[src/rtl/if_fetch_ctrl.sv]
// Purpose : instruction-fetch sequencer; owns the PC, drives imem read and fills the IF/ID register.
// Latency : the word at PC=A lands on instr_o one rising edge after A is presented unstalled.
// Backpr. : stall_i freezes PC and IF/ID (rd_en drops); flush_i overrides stall and squashes IF/ID.
//
// Ports:
//   clk_i, rst_i (async, active-high)         clock and reset
//   stall_i, flush_i, target_i                pipeline hold / redirect control
//   imem_rd_en_o, imem_addr_o, imem_data_i    combinational instruction memory port
//   instr_o, pc_o, valid_o                    IF/ID pipeline register
//   fetch_cnt_o                               saturating count of captured instructions
//   halted_o                                  fetch halted (only with IF_FETCH_HALT_EN)
//
// Build option: define IF_FETCH_HALT_EN to stop fetching when HALT_WORD is read.
module if_fetch_ctrl #(
    parameter int                 WIDTH     = 32,
    parameter int                 DEPTH     = 5,
    parameter logic [DEPTH-1:0]   RESET_PC  = '0,
    parameter logic [WIDTH-1:0]   HALT_WORD = 32'hFFFF_FFFF
) (
    input  logic             clk_i,
    input  logic             rst_i,
    input  logic             stall_i,
    input  logic             flush_i,
    input  logic [DEPTH-1:0] target_i,
    output logic             imem_rd_en_o,
    output logic [DEPTH-1:0] imem_addr_o,
    input  logic [WIDTH-1:0] imem_data_i,
    output logic [WIDTH-1:0] instr_o,
    output logic [DEPTH-1:0] pc_o,
    output logic             valid_o,
    output logic [15:0]      fetch_cnt_o,
    output logic             halted_o
);

`ifdef IF_FETCH_HALT_EN
    typedef enum logic [1:0] {BOOT = 2'd0, RUN = 2'd1, HALT = 2'd2} state_t;
`else
    typedef enum logic [1:0] {BOOT = 2'd0, RUN = 2'd1} state_t;
`endif

    state_t             state_q, state_d;
    logic [DEPTH-1:0]   pc_q, pc_d;
    logic [WIDTH-1:0]   instr_q, instr_d;
    logic [DEPTH-1:0]   pc_out_q, pc_out_d;
    logic               valid_q, valid_d;
    logic [15:0]        fetch_cnt_q, fetch_cnt_d;
    logic               halted_q, halted_d;
    logic               halt_hit;

    // State register and all datapath flops.
    always_ff @(posedge clk_i or posedge rst_i) begin
        if (rst_i) begin
            state_q     <= BOOT;
            pc_q        <= RESET_PC;
            instr_q     <= '0;
            pc_out_q    <= '0;
            valid_q     <= 1'b0;
            fetch_cnt_q <= '0;
            halted_q    <= 1'b0;
        end else begin
            state_q     <= state_d;
            pc_q        <= pc_d;
            instr_q     <= instr_d;
            pc_out_q    <= pc_out_d;
            valid_q     <= valid_d;
            fetch_cnt_q <= fetch_cnt_d;
            halted_q    <= halted_d;
        end
    end

`ifdef IF_FETCH_HALT_EN
    assign halt_hit = (imem_data_i == HALT_WORD);
`else
    // Halt detection is compiled out; HALT_WORD is fetched like any other word.
    assign halt_hit = 1'b0;
    logic unused_halt_word;
    assign unused_halt_word = ^HALT_WORD;
`endif

    // Next-state and datapath update. Priority inside RUN: flush > stall > capture.
    always_comb begin
        state_d     = state_q;
        pc_d        = pc_q;
        instr_d     = instr_q;
        pc_out_d    = pc_out_q;
        valid_d     = valid_q;
        fetch_cnt_d = fetch_cnt_q;
        halted_d    = halted_q;
        unique case (state_q)
            BOOT: begin
                // One idle cycle after reset; stall/flush are not looked at here.
                state_d = RUN;
            end
            RUN: begin
                if (flush_i) begin
                    // Redirect: squash IF/ID to a NOP; pc_o keeps the last captured address.
                    pc_d    = target_i;
                    instr_d = '0;
                    valid_d = 1'b0;
                end else if (!stall_i) begin
                    if (halt_hit) begin
`ifdef IF_FETCH_HALT_EN
                        state_d = HALT;
`endif
                        // PC parks on the halt address, nothing is counted.
                        instr_d  = '0;
                        valid_d  = 1'b0;
                        halted_d = 1'b1;
                    end else begin
                        instr_d  = imem_data_i;
                        pc_out_d = pc_q;
                        valid_d  = 1'b1;
                        // Natural wrap from 2**DEPTH-1 to 0.
                        pc_d     = pc_q + DEPTH'(1);
                        if (fetch_cnt_q != 16'hFFFF) begin
                            fetch_cnt_d = fetch_cnt_q + 16'd1;
                        end
                    end
                end
            end
            default: begin
                // HALT: sticky until reset.
                state_d = state_q;
            end
        endcase
    end

    // Outputs. rd_en is combinational on stall_i so a stalled cycle never reads.
    always_comb begin
        imem_rd_en_o = !rst_i && (state_q == RUN) && !stall_i;
        imem_addr_o  = pc_q;
        instr_o      = instr_q;
        pc_o         = pc_out_q;
        valid_o      = valid_q;
        fetch_cnt_o  = fetch_cnt_q;
`ifdef IF_FETCH_HALT_EN
        halted_o     = halted_q;
`else
        halted_o     = 1'b0;
`endif
    end

`ifndef IF_FETCH_HALT_EN
    logic unused_halted;
    assign unused_halted = halted_q;
`endif

endmodule
[config.mk]
export PLATFORM = sky130hd
export DESIGN_NAME = if_fetch_ctrl
export DESIGN_NICKNAME = d
export VERILOG_FILES = /design/src/rtl/if_fetch_ctrl.sv
export SDC_FILE = /design/constraint.sdc
export NUM_CORES = 1
export LEC_CHECK = 0
export CORE_ASPECT_RATIO = 0.7
export CORE_MARGIN = 1.5
export CORE_UTILIZATION = 46
export DETAILED_ROUTE_END_ITERATION = 8
export GPL_TIMING_DRIVEN = 0
export PLACE_DENSITY = 0.83
export SYNTH_ARGS = -nofsm -noshare
export SYNTH_HDL_FRONTEND = slang
export SYNTH_SLANG_ARGS = --single-unit
[constraint.sdc]
create_clock -name clk_i -period 10.39 [get_ports clk_i]
set_input_delay 3.117 -clock clk_i [delete_from_list [all_inputs] [get_ports clk_i]]
set_output_delay 3.117 -clock clk_i [all_outputs]
set_load 0.05 [all_outputs]
---- Yosys cells after proc, flatten, opt, wreduce, memory -nomap -nowiden ----
Cells that the tools add are included.
word-level totals
  word-level logic and storage cells ...... 26
  output and inout bits ................... 61
  input port bits ......................... 41
  memories kept ........................... 0
  bits in read-only memories .............. 0
  latch bits .............................. 0
  flip-flop bits (word level) ............. 60
  memory bits (writable) .................. 0
operators by class
  shift-type cells ........................ 0
  $lt $le $gt $ge ......................... 0
  add/subtract/negate cells ............... 2
  equality and inequality tests ........... 2
  multiply operators ...................... 0
  mux-type cells .......................... 6
  divide/modulo/power cells ............... 0
  reductions and logical operators ........ 8
  bitwise gates (word level) .............. 2
operators by type and width
  kind                   count
  $mux 32                2
  $add 16x1->16 const B  1
  $ne 16x16->1 const B   1
  $mux 5                 2
  $add 5x1->5 const B    1
  $reduce_and 4->1       1
  $reduce_and 3->1       1
  $logic_and 1x1->1      2
  $logic_not 1->1        2
  $logic_not 2->1        1
  $mux 1                 2
  $ne 2x1->1 const B     1
  $not 1->1              2
  $reduce_and 2->1       1

---- Longest topological paths before layout ----
Gate-level depths: netlist (run 1).
  depth in word-level cells ............... 3
  gate-level depth with buffers ........... 6

---- Least setup slack after synthesis (run 1) ----
No wires, ideal clock.
  path type ............................... input-to-output
  start ................................... input port rst_i
  end ..................................... output port imem_rd_en_o
  slack ................................... 2.273 ns
  required time ........................... 7.273 ns
  stages on the path ...................... 2
  arrival time ............................ 5.000 ns
  cells stage by stage .................... inv_1 and3_1
on the way
  longest elaborated chain between the ends .. 3
RTL lines
  item                             line  text
  from (decl)                      21    input logic rst_i,
  $logic_not 1->1                  130   imem_rd_en_o = !rst_i && (state_q == RUN) && !stall_i;
  $logic_and 1x1->1 (2 in series)  130
  to (decl)                        25    output logic imem_rd_en_o,
Every way passes these cells.

---- Worst setup path in the final report (run 1) ----
Ends and elaborated chain as after synthesis.

==> Flow_metrics.wiki, run 1 <==
{| class="wikitable"
! Metric !! Value
|-
| Arrival time at the worst endpoint || 5.23 ns
|-
| DRC violation count after routing || 0
|-
| Area of combinational cells with multiple inputs || 946 um^2
|-
| Mean routed wirelength per cell || 15.8 um
|-
| Status || completed
|-
| End point of the worst hold path || pc_o[2]
|-
| Die area || 5940 um^2
|-
| Crit start category || input port
|-
| Cell type contributing the most total cell area after synthesis || sky130_fd_sc_hd__dfrtp_1
|-
| Max clock buf depth || 2
|-
| Antenna diodes || 0
|-
| Maximum number of pins on one net before global-route repair || 38
|-
| Core region area || 5260 um^2
|-
| Clock skew || 0.00473 ns
|-
| TritonCTS clock tree || done
|-
| Total power density per cell area || 185 nW/um^2
|-
| Vias post-DR || 2111
|-
| Filler cells || 396
|-
| Final count of hold timing violations || 0
|-
| Proportion of register bits with asynchronous set or reset after synthesis || 100%
|-
| Data required, critical path || 7.27 ns
|-
| Unrepaired setup endpoints after global routing || no
|-
| Reg clk slew, reported paths || 0.06 ns
|-
| Max frequency || 0.120 GHz
|-
| Clock tree sinks || 60
|-
| Library cells used by synthesis || 36
|-
| Detail Route met3 WL || 519 um
|-
| Number of DRC violations after detailed-routing iteration 0 || 103
|-
| Number of cells traversed by the worst register-to-register path || 5
|-
| Routed Antenna Nets || 0
|-
| Synth-to-Final Area Change || 51.1%
|-
| Top-Level Pins || 102
|-
| GRT Residual Overflow || 0
|-
| Length of the first detailed-routing pass in iterations || 4
|-
| Initial Utilization || 47.9%
|-
| Number of cells traversed by the worst hold path || 2
|-
| Final core utilization || 72.4%
|-
| Worst reg2reg path endpoint || fetch_cnt_o[1]
|-
| Count of input and output buffers || 100
|-
| Number of enable flip-flop cells after synthesis || 0
|-
| Syn Std Cell Area || 2520 um^2
|-
| Start of the worst register-to-register path || fetch_cnt_o[0]
|-
| Pins over their slew limit || 0
|-
| Worst slew margin relative to its limit || 63.9%
|-
| Synthesized area per cell || 11.8 um^2
|-
| Number of synthesized register bits || 60
|-
| Wire length on met1 || 2.96 mm
|-
| Total number of placement rows || 22
|-
| Total routed wirelength || 6.33 mm
|-
| Number of H-tree levels || 3
|-
| Post-synthesis cell count || 213
|-
| Slack of the worst reg-to-reg path || 8.42 ns
|-
| Main area contributors after synthesis || sky130_fd_sc_hd__dfrtp_1 (60%), sky130_fd_sc_hd__a22o_1 (11%), sky130_fd_sc_hd__xor2_1 (4.2%)
|-
| Antenna violations before repair || 0
|-
| Period utilization || 80.4%
|-
| TritonCTS Buffers || 9
|-
| Total Routing Usage GR || 23.2%
|-
| Number of maximum-capacitance violations || 0
|-
| Maximum VDD drop || 0.204 mV
|-
| Worst-case setup margin in the final layout || 2.04 ns
|-
| Net count after synthesis || 256
|-
| Part of the Yosys area used for sequential elements || 59.6%
|-
| Post-layout net count || 368
|-
| Min Tclk post-route || 8.35 ns
|-
| Clock insertion delay at the later pin of the skew report || 0.33 ns
|-
| Last weighted congestion value of the routability-driven placer || 0.786
|-
| Number of resized instances in the post-cts repair step || 0
|-
| Number of global-route vias before repair || 2055
|-
| Launch point of the worst hold path || pc_o[2]
|-
| Die Ht || 64.9 um
|-
| Sequential cell area || 1500 um^2
|-
| Setup WS pre-CTS || 1.99 ns
|-
| Post-route setup TNS || 0 ns
|-
| Synth top area share || 59.6%
|-
| Via density per instance || 5.28
|-
| Number of endpoints failing setup at the final stage || 0
|-
| Die X || 91.4 um
|-
| Kind of end point of the critical path || primary output
|-
| Largest fanout on the critical path || 37
|-
| Least-Margin Pin Slew || 0.541 ns
|-
| Number of hold buffers added after CTS || 0
|-
| Half-perimeter wire length after detailed placement || 4.58 mm
|-
| Most used flip-flop cell after synthesis || sky130_fd_sc_hd__dfrtp_1
|-
| Leak Pwr || 1.75 nW
|-
| Yosys warning total || 0
|-
| Highest metal layer with signal wires || met4
|-
| Path type of the worst setup path || input port to primary output
|-
| Share of final-layout standard cells stronger than drive strength 1 || 9.45%
|-
| Root Driver || sky130_fd_sc_hd__clkbuf_8
|-
| Number of buffers inserted by post-CTS setup repair || 0
|-
| Worst min path class || register to register
|-
| Detailed route wirelength on metal2 || 2.77 mm
|-
| First-pass GRT wire length || 10.3 mm
|}
==> worst max path at each step <==
| stage | startpoint | end | depth (start not counted) |
|---|---|---|---|
| 5_1_grt | rst_i | imem_rd_en_o | 5 |
| 2_1_floorplan | rst_i | imem_rd_en_o | 2 |
| 3_5_place_dp | rst_i | imem_rd_en_o | 5 |
| 4_1_cts | rst_i | imem_rd_en_o | 5 |
| 3_3_place_gp | rst_i | imem_rd_en_o | 4 |
| 6_report | rst_i | imem_rd_en_o | 5 |
==> flip-flops by register name, indices dropped and copies added, names as in the netlist <==
register / flops
pc_o: 5
state_q: 1
fetch_cnt_o: 16
valid_o: 1
instr_o: 32
imem_addr_o: 5
==> synth_stat cells, drive strengths merged, types with 2 or more instances <==
library cell  instances
conb                  2
nand4                 4
buf                   8
ha                    2
mux2i                 3
and4                  2
xor2                 12
clkbuf                3
o21ai                 7
nor4                  4
nand3                 9
dfrtp                60
nor2                  7
nor2b                 2
inv                   5
a22o                 33
nand2                21
a21oi                 8
nor3                  9
and3                  3
==> report_power, final <==
part | internal (mW) | switching [mW] | total [mW] | leakage (nW)
logic | 0.0838 | 0.144 | 0.228 | 0.873
clock network | 0.102 | 0.0836 | 0.186 | 0.0941
registers | 0.261 | 0.0305 | 0.292 | 0.779
total | 0.447 | 0.258 | 0.705 | 1.75
==> logic make-up (layout without fill, tap and decap cells) <==
| group | after synthesis | after routing | synth area share (%) |
|---|---|---|---|
| compound gates | 51 | 51 | 15.4 |
| xor+xnor | 13 | 13 | 4.52 |
| fa+ha+maj | 2 | 2 | 0.993 |
| buf+inv | 16 | 131 | 2.83 |
| flops | 60 | 60 | 59.6 |
| mux | 4 | 4 | 1.79 |
| other cells | 2 | 2 | 0.298 |
| simple gates | 65 | 65 | 14.6 |
==> cell type report <==
class                   instances  area share [%]
clock inverters                 2           0.263
flip-flops and latches         60            39.5
repair buffers                101            26.8
multi-input cells             137            24.9
clock buffers                  12            4.34
inverters                       5           0.493
plain buffers                  11            1.38
well taps                      72            2.37
==> cell usage in the layout (no fill, tap or decap), types with 2 or more instances in the layout <==
cell type                         count
sky130_fd_sc_hd__xor2_1              12
sky130_fd_sc_hd__nor2b_1              2
sky130_fd_sc_hd__ha_1                 2
sky130_fd_sc_hd__buf_2                6
sky130_fd_sc_hd__inv_1                4
sky130_fd_sc_hd__clkdlybuf4s50_1    100
sky130_fd_sc_hd__a22o_1              33
sky130_fd_sc_hd__nand4_1              4
sky130_fd_sc_hd__nor4_1               3
sky130_fd_sc_hd__a21oi_1              8
sky130_fd_sc_hd__and3_1               3
sky130_fd_sc_hd__nand3_2              2
sky130_fd_sc_hd__mux2i_1              3
sky130_fd_sc_hd__o21ai_0              7
sky130_fd_sc_hd__nand2_1             21
sky130_fd_sc_hd__conb_1               2
sky130_fd_sc_hd__clkbuf_1             3
sky130_fd_sc_hd__nor2_1               6
sky130_fd_sc_hd__nor3_1               8
sky130_fd_sc_hd__clkinv_2             2
sky130_fd_sc_hd__clkbuf_8            12
sky130_fd_sc_hd__nand3_1              7
sky130_fd_sc_hd__dfrtp_1             60
==> layer usage <==
layer	track usage, %	vias up
met4	10.4	0
met2	32.8	81
met5	0	-
met3	8.92	6
met1	31.6	1027
li1	-	997
==> metrics by stage <==
| stage | hold slack [ns] | cells | instance area [um^2] | power, mW |
|---|---|---|---|---|
| 3_3_place_gp | 0.469 | 385 | 3610 | 0.516 |
| 6_report | 0.488 | 400 | 3800 | 0.705 |
| 3_5_place_dp | 0.467 | 386 | 3630 | 0.523 |
| 2_1_floorplan | 0.601 | 213 | 2520 | 0.432 |
| 5_1_grt | 0.513 | 400 | 3800 | 0.738 |
| 4_1_cts | 0.487 | 400 | 3800 | 0.712 |
==> worst max-delay path, stage by stage <==
cell and delay [ns]:
sky130_fd_sc_hd__clkdlybuf4s50_1 0.41, sky130_fd_sc_hd__inv_2 0.41, sky130_fd_sc_hd__buf_12 0.29, sky130_fd_sc_hd__and3_1 0.18, sky130_fd_sc_hd__clkdlybuf4s50_1 0.82
Power figures use the tool's default switching activity.
==> run 2, diff against run 1 <==
--- a/config.mk
+++ b/config.mk
@@ -7,10 +7,10 @@
 export LEC_CHECK = 0
 export CORE_ASPECT_RATIO = 0.7
 export CORE_MARGIN = 1.5
-export CORE_UTILIZATION = 46
+export CORE_UTILIZATION = 43
 export DETAILED_ROUTE_END_ITERATION = 8
 export GPL_TIMING_DRIVEN = 0
-export PLACE_DENSITY = 0.83
+export PLACE_DENSITY = 0.78
 export SYNTH_ARGS = -nofsm -noshare
 export SYNTH_HDL_FRONTEND = slang
 export SYNTH_SLANG_ARGS = --single-unit
==> constraint.sdc (replaced) <==
create_clock -name clk_i -period 8.43 [get_ports clk_i]
set_input_delay 2.529 -clock clk_i [delete_from_list [all_inputs] [get_ports clk_i]]
set_output_delay 2.529 -clock clk_i [all_outputs]
set_load 0.05 [all_outputs]
==> run 2 against run 1 <==
  * Final area rose by 0.16%
  * Clock skew grew 0.0023 ns
  * Largest cell class unchanged
  * Highest routed layer unchanged
  * Non-clock buffer count is the same
==> Flow_metrics.wiki, run 2 (synthesis gave the netlist of run 1 again) <==
{| class="wikitable"
! Metric !! Value
|-
| Pins over their slew limit || 0 (unchanged)
|-
| Max clock buf depth || 2 (unchanged)
|-
| Leak Pwr || 1.73 nW (-0.79%)
|-
| Initial Utilization || 44.2% (-3.7 points)
|-
| Last weighted congestion value of the routability-driven placer || 0.766 (-2.5%)
|-
| Number of cells traversed by the worst register-to-register path || 5 (unchanged)
|-
| TritonCTS Buffers || 9 (unchanged)
|-
| Status || completed
|-
| Root Driver || sky130_fd_sc_hd__clkbuf_8
|-
| First-pass GRT wire length || 9.87 mm (-4.0%)
|-
| Start of the worst register-to-register path || fetch_cnt_o[0]
|-
| Number of hold buffers added after CTS || 0 (unchanged)
|-
| Core region area || 5700 um^2 (+8.4%)
|-
| Final core utilization || 66.9% (-5.5 points)
|-
| Clock tree sinks || 60 (unchanged)
|-
| Length of the first detailed-routing pass in iterations || 4 (unchanged)
|-
| Maximum number of pins on one net before global-route repair || 35 (-7.9%)
|-
| Total power || 0.870 mW (+23%)
|-
| Number of DRC violations after detailed-routing iteration 0 || 127 (+23%)
|-
| Area of combinational cells with multiple inputs || 946 um^2 (unchanged)
|-
| Unrepaired setup endpoints after global routing || no
|-
| Post-route setup TNS || 0 ns (unchanged)
|-
| Setup WS pre-CTS || 1.16 ns (-0.830 ns)
|-
| Die X || 94.5 um (+3.3%)
|-
| GRT Residual Overflow || 0 (unchanged)
|-
| Launch point of the worst hold path || pc_o[3]
|-
| Post-route design area || 3810 um^2 (+0.16%)
|-
| Crit start category || input port
|-
| Critical-path top delay cell || sky130_fd_sc_hd__clkdlybuf4s50_1
|-
| Synth-to-Final Area Change || 51.3%
|-
| Final count of hold timing violations || 0 (unchanged)
|-
| Antenna violations before repair || 0 (unchanged)
|-
| Post-layout net count || 368 (unchanged)
|-
| Worst path cell trace || clkdlybuf4s50_1 -> inv_2 -> buf_12 -> and3_1 -> clkdlybuf4s50_1
|-
| Worst-case setup margin in the final layout || 1.22 ns (-0.819 ns)
|-
| Path type of the worst setup path || input port to primary output
|-
| Kind of end point of the critical path || primary output
|-
| DRC violation count after routing || 0 (unchanged)
|-
| Clock insertion delay at the later pin of the skew report || 0.35 ns (+0.02 ns)
|-
| Most common cell after layout, fill and taps aside || sky130_fd_sc_hd__clkdlybuf4s50_1
|-
| Reg clk slew, reported paths || 0.06 ns (about the same)
|-
| Slack of the worst reg-to-reg path || 6.49 ns (-1.93 ns)
|-
| Placed cell areas || 3630 um^2 (+0.10%)
|-
| Share of final-layout standard cells stronger than drive strength 1 || 10.0% (+0.55 points)
|-
| Number of H-tree levels || 3 (unchanged)
|-
| Mean routed wirelength per cell || 15.9 um (+0.53%)
|-
| Commonest non-fill, non-tap cells in the layout || sky130_fd_sc_hd__clkdlybuf4s50_1 (100), sky130_fd_sc_hd__dfrtp_1 (60), sky130_fd_sc_hd__a22o_1 (33), sky130_fd_sc_hd__nand2_1 (21), sky130_fd_sc_hd__xor2_1 (12)
|-
| Largest register FFs || 32 (unchanged)
|-
| Die area || 6330 um^2 (+6.7%)
|-
| Number of resized instances in the post-cts repair step || 0 (unchanged)
|-
| End point of the worst hold path || pc_o[3]
|-
| Total power density per cell area || 228 nW/um^2 (+23%)
|-
| Total routed wirelength || 6.45 mm (+1.8%)
|-
| Number of endpoints failing setup at the final stage || 0 (unchanged)
|-
| Maximum VDD drop || 0.138 mV (-32%)
|-
| Least-Margin Pin Slew || 0.600 ns (+0.0590 ns)
|-
| Filler cells || 450 (+14%)
|-
| Number of maximum-capacitance violations || 0 (unchanged)
|-
| Total Routing Usage GR || 21.1% (-2.1 points)
|-
| Sequential cell area || 1500 um^2 (unchanged)
|-
| Period utilization || 85.5%
|-
| Clock skew || 0.00707 ns (+0.00233 ns)
|-
| Stage delay of the slowest cell on the critical path || 0.81 ns (about the same)
|-
| TritonCTS clock tree || done
|-
| Die Ht || 67.0 um (+3.3%)
|-
| Worst min path class || register to register
|-
| Max frequency || 0.139 GHz
|-
| Count of input and output buffers || 100 (unchanged)
|-
| Antenna diodes || 0 (unchanged)
|-
| Cell repeated most along the worst path || sky130_fd_sc_hd__clkdlybuf4s50_1
|-
| Via density per instance || 5.24 (-0.67%)
|-
| Largest fanout on the critical path || 34 (-8.1%)
|-
| Number of cells traversed by the worst hold path || 2 (unchanged)
|-
| Top-Level Pins || 102 (unchanged)
|-
| Number of global-route vias before repair || 1975 (-3.9%)
|-
| Routed Antenna Nets || 0 (unchanged)
|-
| Arrival time at the worst endpoint || 4.68 ns (-0.55 ns)
|-
| Min Tclk post-route || 7.21 ns
|-
| Total number of placement rows || 23 (+4.5%)
|-
| Data required, critical path || 5.90 ns (-1.37 ns)
|-
| Vias post-DR || 2123 (+0.57%)
|-
| Half-perimeter wire length after detailed placement || 4.67 mm (+1.8%)
|-
| Worst reg2reg path endpoint || fetch_cnt_o[1]
|-
| Number of buffers inserted by post-CTS setup repair || 0 (unchanged)
|-
| Worst slew margin relative to its limit || 59.9% (-3.9 points)
|}
[run 2: cell types whose count changed in the layout (fill, tap and decap cells not counted)]
| cell | delta |
|---|---|
| sky130_fd_sc_hd__clkinvlp_4 | +4 |
| sky130_fd_sc_hd__clkbuf_8 | -2 |
[run 2: power by group]
group	switching [mW]	internal (mW)
logic	0.176	0.103
registers	0.0372	0.322
clock network	0.119	0.113
[run 2: metrics by stage]
stage	cells	hold slack, ns
floorplan	213	0.601
global placement	388	0.467
detailed placement	389	0.467
CTS	405	0.488
global route	405	0.518
finish	405	0.483
[run 2: how the worst max path moves through the flow]
stage	start	endpoint	slack [ns]	cells after the start
after global routing	rst_i	imem_rd_en_o	1.04	5
final	rst_i	imem_rd_en_o	1.22	5
after detailed placement	rst_i	imem_rd_en_o	1.16	5
after floorplan	rst_i	imem_rd_en_o	1.49	2
after CTS	rst_i	imem_rd_en_o	1.15	5
after global placement	rst_i	imem_rd_en_o	0.04	4
[run 2: per-layer routing]
layer  global-route usage (%)  wire length, um  up-vias
met5                        0                0        -
met4                     10.1               93        0
met3                     7.08              436       10
met2                     31.9             3020       63
met1                     27.2             2890     1046
li1                         -                -     1004
[run 2: layout make-up]
type,count,share of cell area [%]
sequential,60,39.4
multi-input combinational,137,24.8
timing repair buffer,101,26.8
buffer,11,1.38
tap,75,2.46
clock buffer,10,3.61
clock inverter,6,1.05
inverter,5,0.492
[run 2: critical path: cells and delay by family]
family / cells / cell delay, ns
buffers and inverters: 4 / 1.96
and+or+nand+nor: 1 / 0.17
==> run 3, diff against run 2 <==
--- a/config.mk
+++ b/config.mk
@@ -5,12 +5,13 @@
 export SDC_FILE = /design/constraint.sdc
 export NUM_CORES = 1
 export LEC_CHECK = 0
+export CAP_MARGIN = 30
 export CORE_ASPECT_RATIO = 0.7
 export CORE_MARGIN = 1.5
-export CORE_UTILIZATION = 43
+export CORE_UTILIZATION = 35
 export DETAILED_ROUTE_END_ITERATION = 8
 export GPL_TIMING_DRIVEN = 0
-export PLACE_DENSITY = 0.78
+export PLACE_DENSITY = 0.65
 export SYNTH_ARGS = -nofsm -noshare
 export SYNTH_HDL_FRONTEND = slang
 export SYNTH_SLANG_ARGS = --single-unit
==> run 3 against run 2 <==
  * First-iteration DRC count down 42%
  * Total power up 5.9%
  * Wire length down 0.71%
  * Sequential share of layout area down 0.65 points
  * Critical endpoint unchanged
  * Largest power group unchanged
  * Highest routed layer unchanged
==> Flow_metrics.wiki, run 3 (synthesis gave the netlist of run 1 again) <==
{| class="wikitable"
! Metric !! Value
|-
| Worst slew margin relative to its limit || 56.1% (-3.9 points)
|-
| Number of global-route vias before repair || 1970 (-0.25%)
|-
| Number of placed instances with taps included || 408 (+4.9%)
|-
| Commonest non-fill, non-tap cells in the layout || sky130_fd_sc_hd__clkdlybuf4s50_1 (100), sky130_fd_sc_hd__dfrtp_1 (60), sky130_fd_sc_hd__a22o_1 (33), sky130_fd_sc_hd__nand2_1 (21), sky130_fd_sc_hd__xor2_1 (12)
|-
| GRT Residual Overflow || 0 (unchanged)
|-
| Count of input and output buffers || 100 (unchanged)
|-
| Length of the first detailed-routing pass in iterations || 4 (unchanged)
|-
| Filler cells || 611 (+36%)
|-
| Critical-path top delay cell || sky130_fd_sc_hd__clkdlybuf4s50_1
|-
| Clock tree sinks || 60 (unchanged)
|-
| Placed cell areas || 3660 um^2 (+0.65%)
|-
| Post-layout net count || 368 (unchanged)
|-
| Total power || 0.922 mW (+5.9%)
|-
| Number of resized instances in the post-cts repair step || 0 (unchanged)
|-
| Clock skew || 0.00905 ns (+0.00198 ns)
|-
| Synth-to-Final Area Change || 53.9%
|-
| Most common cell after layout, fill and taps aside || sky130_fd_sc_hd__clkdlybuf4s50_1
|-
| Unrepaired setup endpoints after global routing || no
|-
| Worst path cell trace || clkdlybuf4s50_1 -> inv_2 -> and3_1 -> clkdlybuf4s50_1
|-
| Total Routing Usage GR || 17.5% (-3.6 points)
|-
| Antenna violations before repair || 0 (unchanged)
|-
| Top-Level Pins || 102 (unchanged)
|-
| Root Driver || sky130_fd_sc_hd__clkbuf_8
|-
| Number of maximum-capacitance violations || 0 (unchanged)
|-
| Antenna diodes || 0 (unchanged)
|-
| Cell repeated most along the worst path || sky130_fd_sc_hd__clkdlybuf4s50_1
|-
| TritonCTS Buffers || 9 (unchanged)
|-
| Last weighted congestion value of the routability-driven placer || 0.772 (+0.77%)
|-
| Largest fanout on the critical path || 31 (-8.8%)
|-
| Reg clk slew, reported paths || 0.06 ns (about the same)
|-
| Arrival time at the worst endpoint || 4.50 ns (-0.18 ns)
|-
| Leak Pwr || 1.76 nW (+1.5%)
|-
| Total routed wirelength || 6.40 mm (-0.71%)
|-
| Maximum number of pins on one net before global-route repair || 32 (-8.6%)
|-
| Least-Margin Pin Slew || 0.658 ns (+0.0578 ns)
|-
| Die area || 7720 um^2 (+22%)
|-
| Delay-heaviest family, CP || buffers and inverters
|-
| Crit start category || input port
|-
| Min Tclk post-route || 7.03 ns (-0.176 ns)
|-
| Share of final-layout standard cells stronger than drive strength 1 || 9.39% (-0.61 points)
|-
| Worst Path Buf+Inv || 3 (-1)
|-
| Number of H-tree levels || 3 (unchanged)
|-
| Kind of end point of the critical path || primary output
|-
| Maximum VDD drop || 0.158 mV (+15%)
|-
| Final count of hold timing violations || 0 (unchanged)
|-
| Number of endpoints failing setup at the final stage || 0 (unchanged)
|-
| Number of hold buffers added after CTS || 0 (unchanged)
|-
| Stage delay of the slowest cell on the critical path || 0.82 ns (about the same)
|-
| Mean routed wirelength per cell || 15.1 um (-5.2%)
|-
| Clock insertion delay at the later pin of the skew report || 0.33 ns (-0.02 ns)
|-
| Number of buffers inserted by post-CTS setup repair || 0 (unchanged)
|-
| Via density per instance || 4.83 (-7.9%)
|-
| Core region area || 6850 um^2 (+20%)
|-
| First-pass GRT wire length || 10.1 mm (+2.4%)
|-
| Half-perimeter wire length after detailed placement || 4.53 mm (-3.0%)
|-
| Routed Antenna Nets || 0 (unchanged)
|-
| Max clock buf depth || 2 (unchanged)
|-
| Final core utilization || 56.6% (-10 points)
|-
| Vias post-DR || 2047 (-3.6%)
|-
| Pins over their slew limit || 0 (unchanged)
|-
| Status || completed
|-
| Die X || 104 um (+10%)
|-
| Die Ht || 74.0 um (+10%)
|-
| Worst min path class || register to register
|-
| Largest register FFs || 32 (unchanged)
|-
| Data required, critical path || 5.90 ns (about the same)
|-
| Number of DRC violations after detailed-routing iteration 0 || 74 (-42%)
|-
| Max frequency || 0.142 GHz (+2.5%)
|-
| Total power density per cell area || 238 nW/um^2 (+4.2%)
|-
| Period utilization || 83.4% (-2.1 points)
|-
| Initial Utilization || 36.8% (-7.4 points)
|-
| TritonCTS clock tree || done
|-
| Path type of the worst setup path || input port to primary output
|-
| Post-route setup TNS || 0 ns (unchanged)
|-
| Total number of placement rows || 25 (+8.7%)
|-
| DRC violation count after routing || 0 (unchanged)
|-
| Post-route design area || 3870 um^2 (+1.7%)
|-
| Number of standard cells in the final layout excluding fillers || 424 (+4.7%)
|}
## run 3: metal layers
| metal | wire length [um] | vias up | global-route usage (%) | part of all wire [%] |
|---|---|---|---|---|
| met5 | 0 | - | 0 | 0 |
| met4 | 78 | 0 | 6.94 | 1.2 |
| met3 | 380 | 7 | 6.22 | 5.9 |
| met2 | 2730 | 67 | 24.3 | 43 |
| met1 | 3210 | 975 | 24.8 | 50 |
| li1 | - | 998 | - | - |
## run 3: final timing paths
| kind | startpoint | to | slack [ns] | cells after the start |
|---|---|---|---|---|
| max | rst_i | imem_rd_en_o | 1.40 | 4 |
| min | pc_o[4] | pc_o[4] | 0.47 | 2 |
| min reg2reg | pc_o[4] | pc_o[4] | 0.47 | 2 |
| min in group asynchronous | rst_i | instr_o[27] | 2.61 | 2 |
| max reg2reg | fetch_cnt_o[0] | fetch_cnt_o[1] | 6.37 | 5 |
| max in group asynchronous | rst_i | pc_o[4] | 5.23 | 3 |
## run 3: worst min-delay path: stages, from the launching register on
cell and delay [ns]:
sky130_fd_sc_hd__dfrtp_1 0.34, sky130_fd_sc_hd__nand2_1 0.05, sky130_fd_sc_hd__nand2_1 0.05
## run 3: stage by stage
step	hold WS, ns	worst slack (ns)
after detailed placement	0.462	1.35
after floorplan	0.601	1.49
after CTS	0.477	1.34
after global placement	0.460	0.0195
final	0.471	1.40
after global routing	0.519	1.21
## run 3: report_power, final
part	internal [mW]	switching, mW
logic	0.103	0.176
registers	0.322	0.0364
clock network	0.174	0.110
## run 3: final cells by class
cell class / count / area, um^2 / area share (%)
sequential: 60 / 1500 / 38.7
timing repair buffer: 101 / 1020 / 26.3
multi-input combinational: 137 / 946 / 24.4
clock buffer: 12 / 145 / 3.75
tap: 94 / 118 / 3.04
clock inverter: 4 / 72.6 / 1.87
buffer: 11 / 52.6 / 1.36
inverter: 5 / 18.8 / 0.484
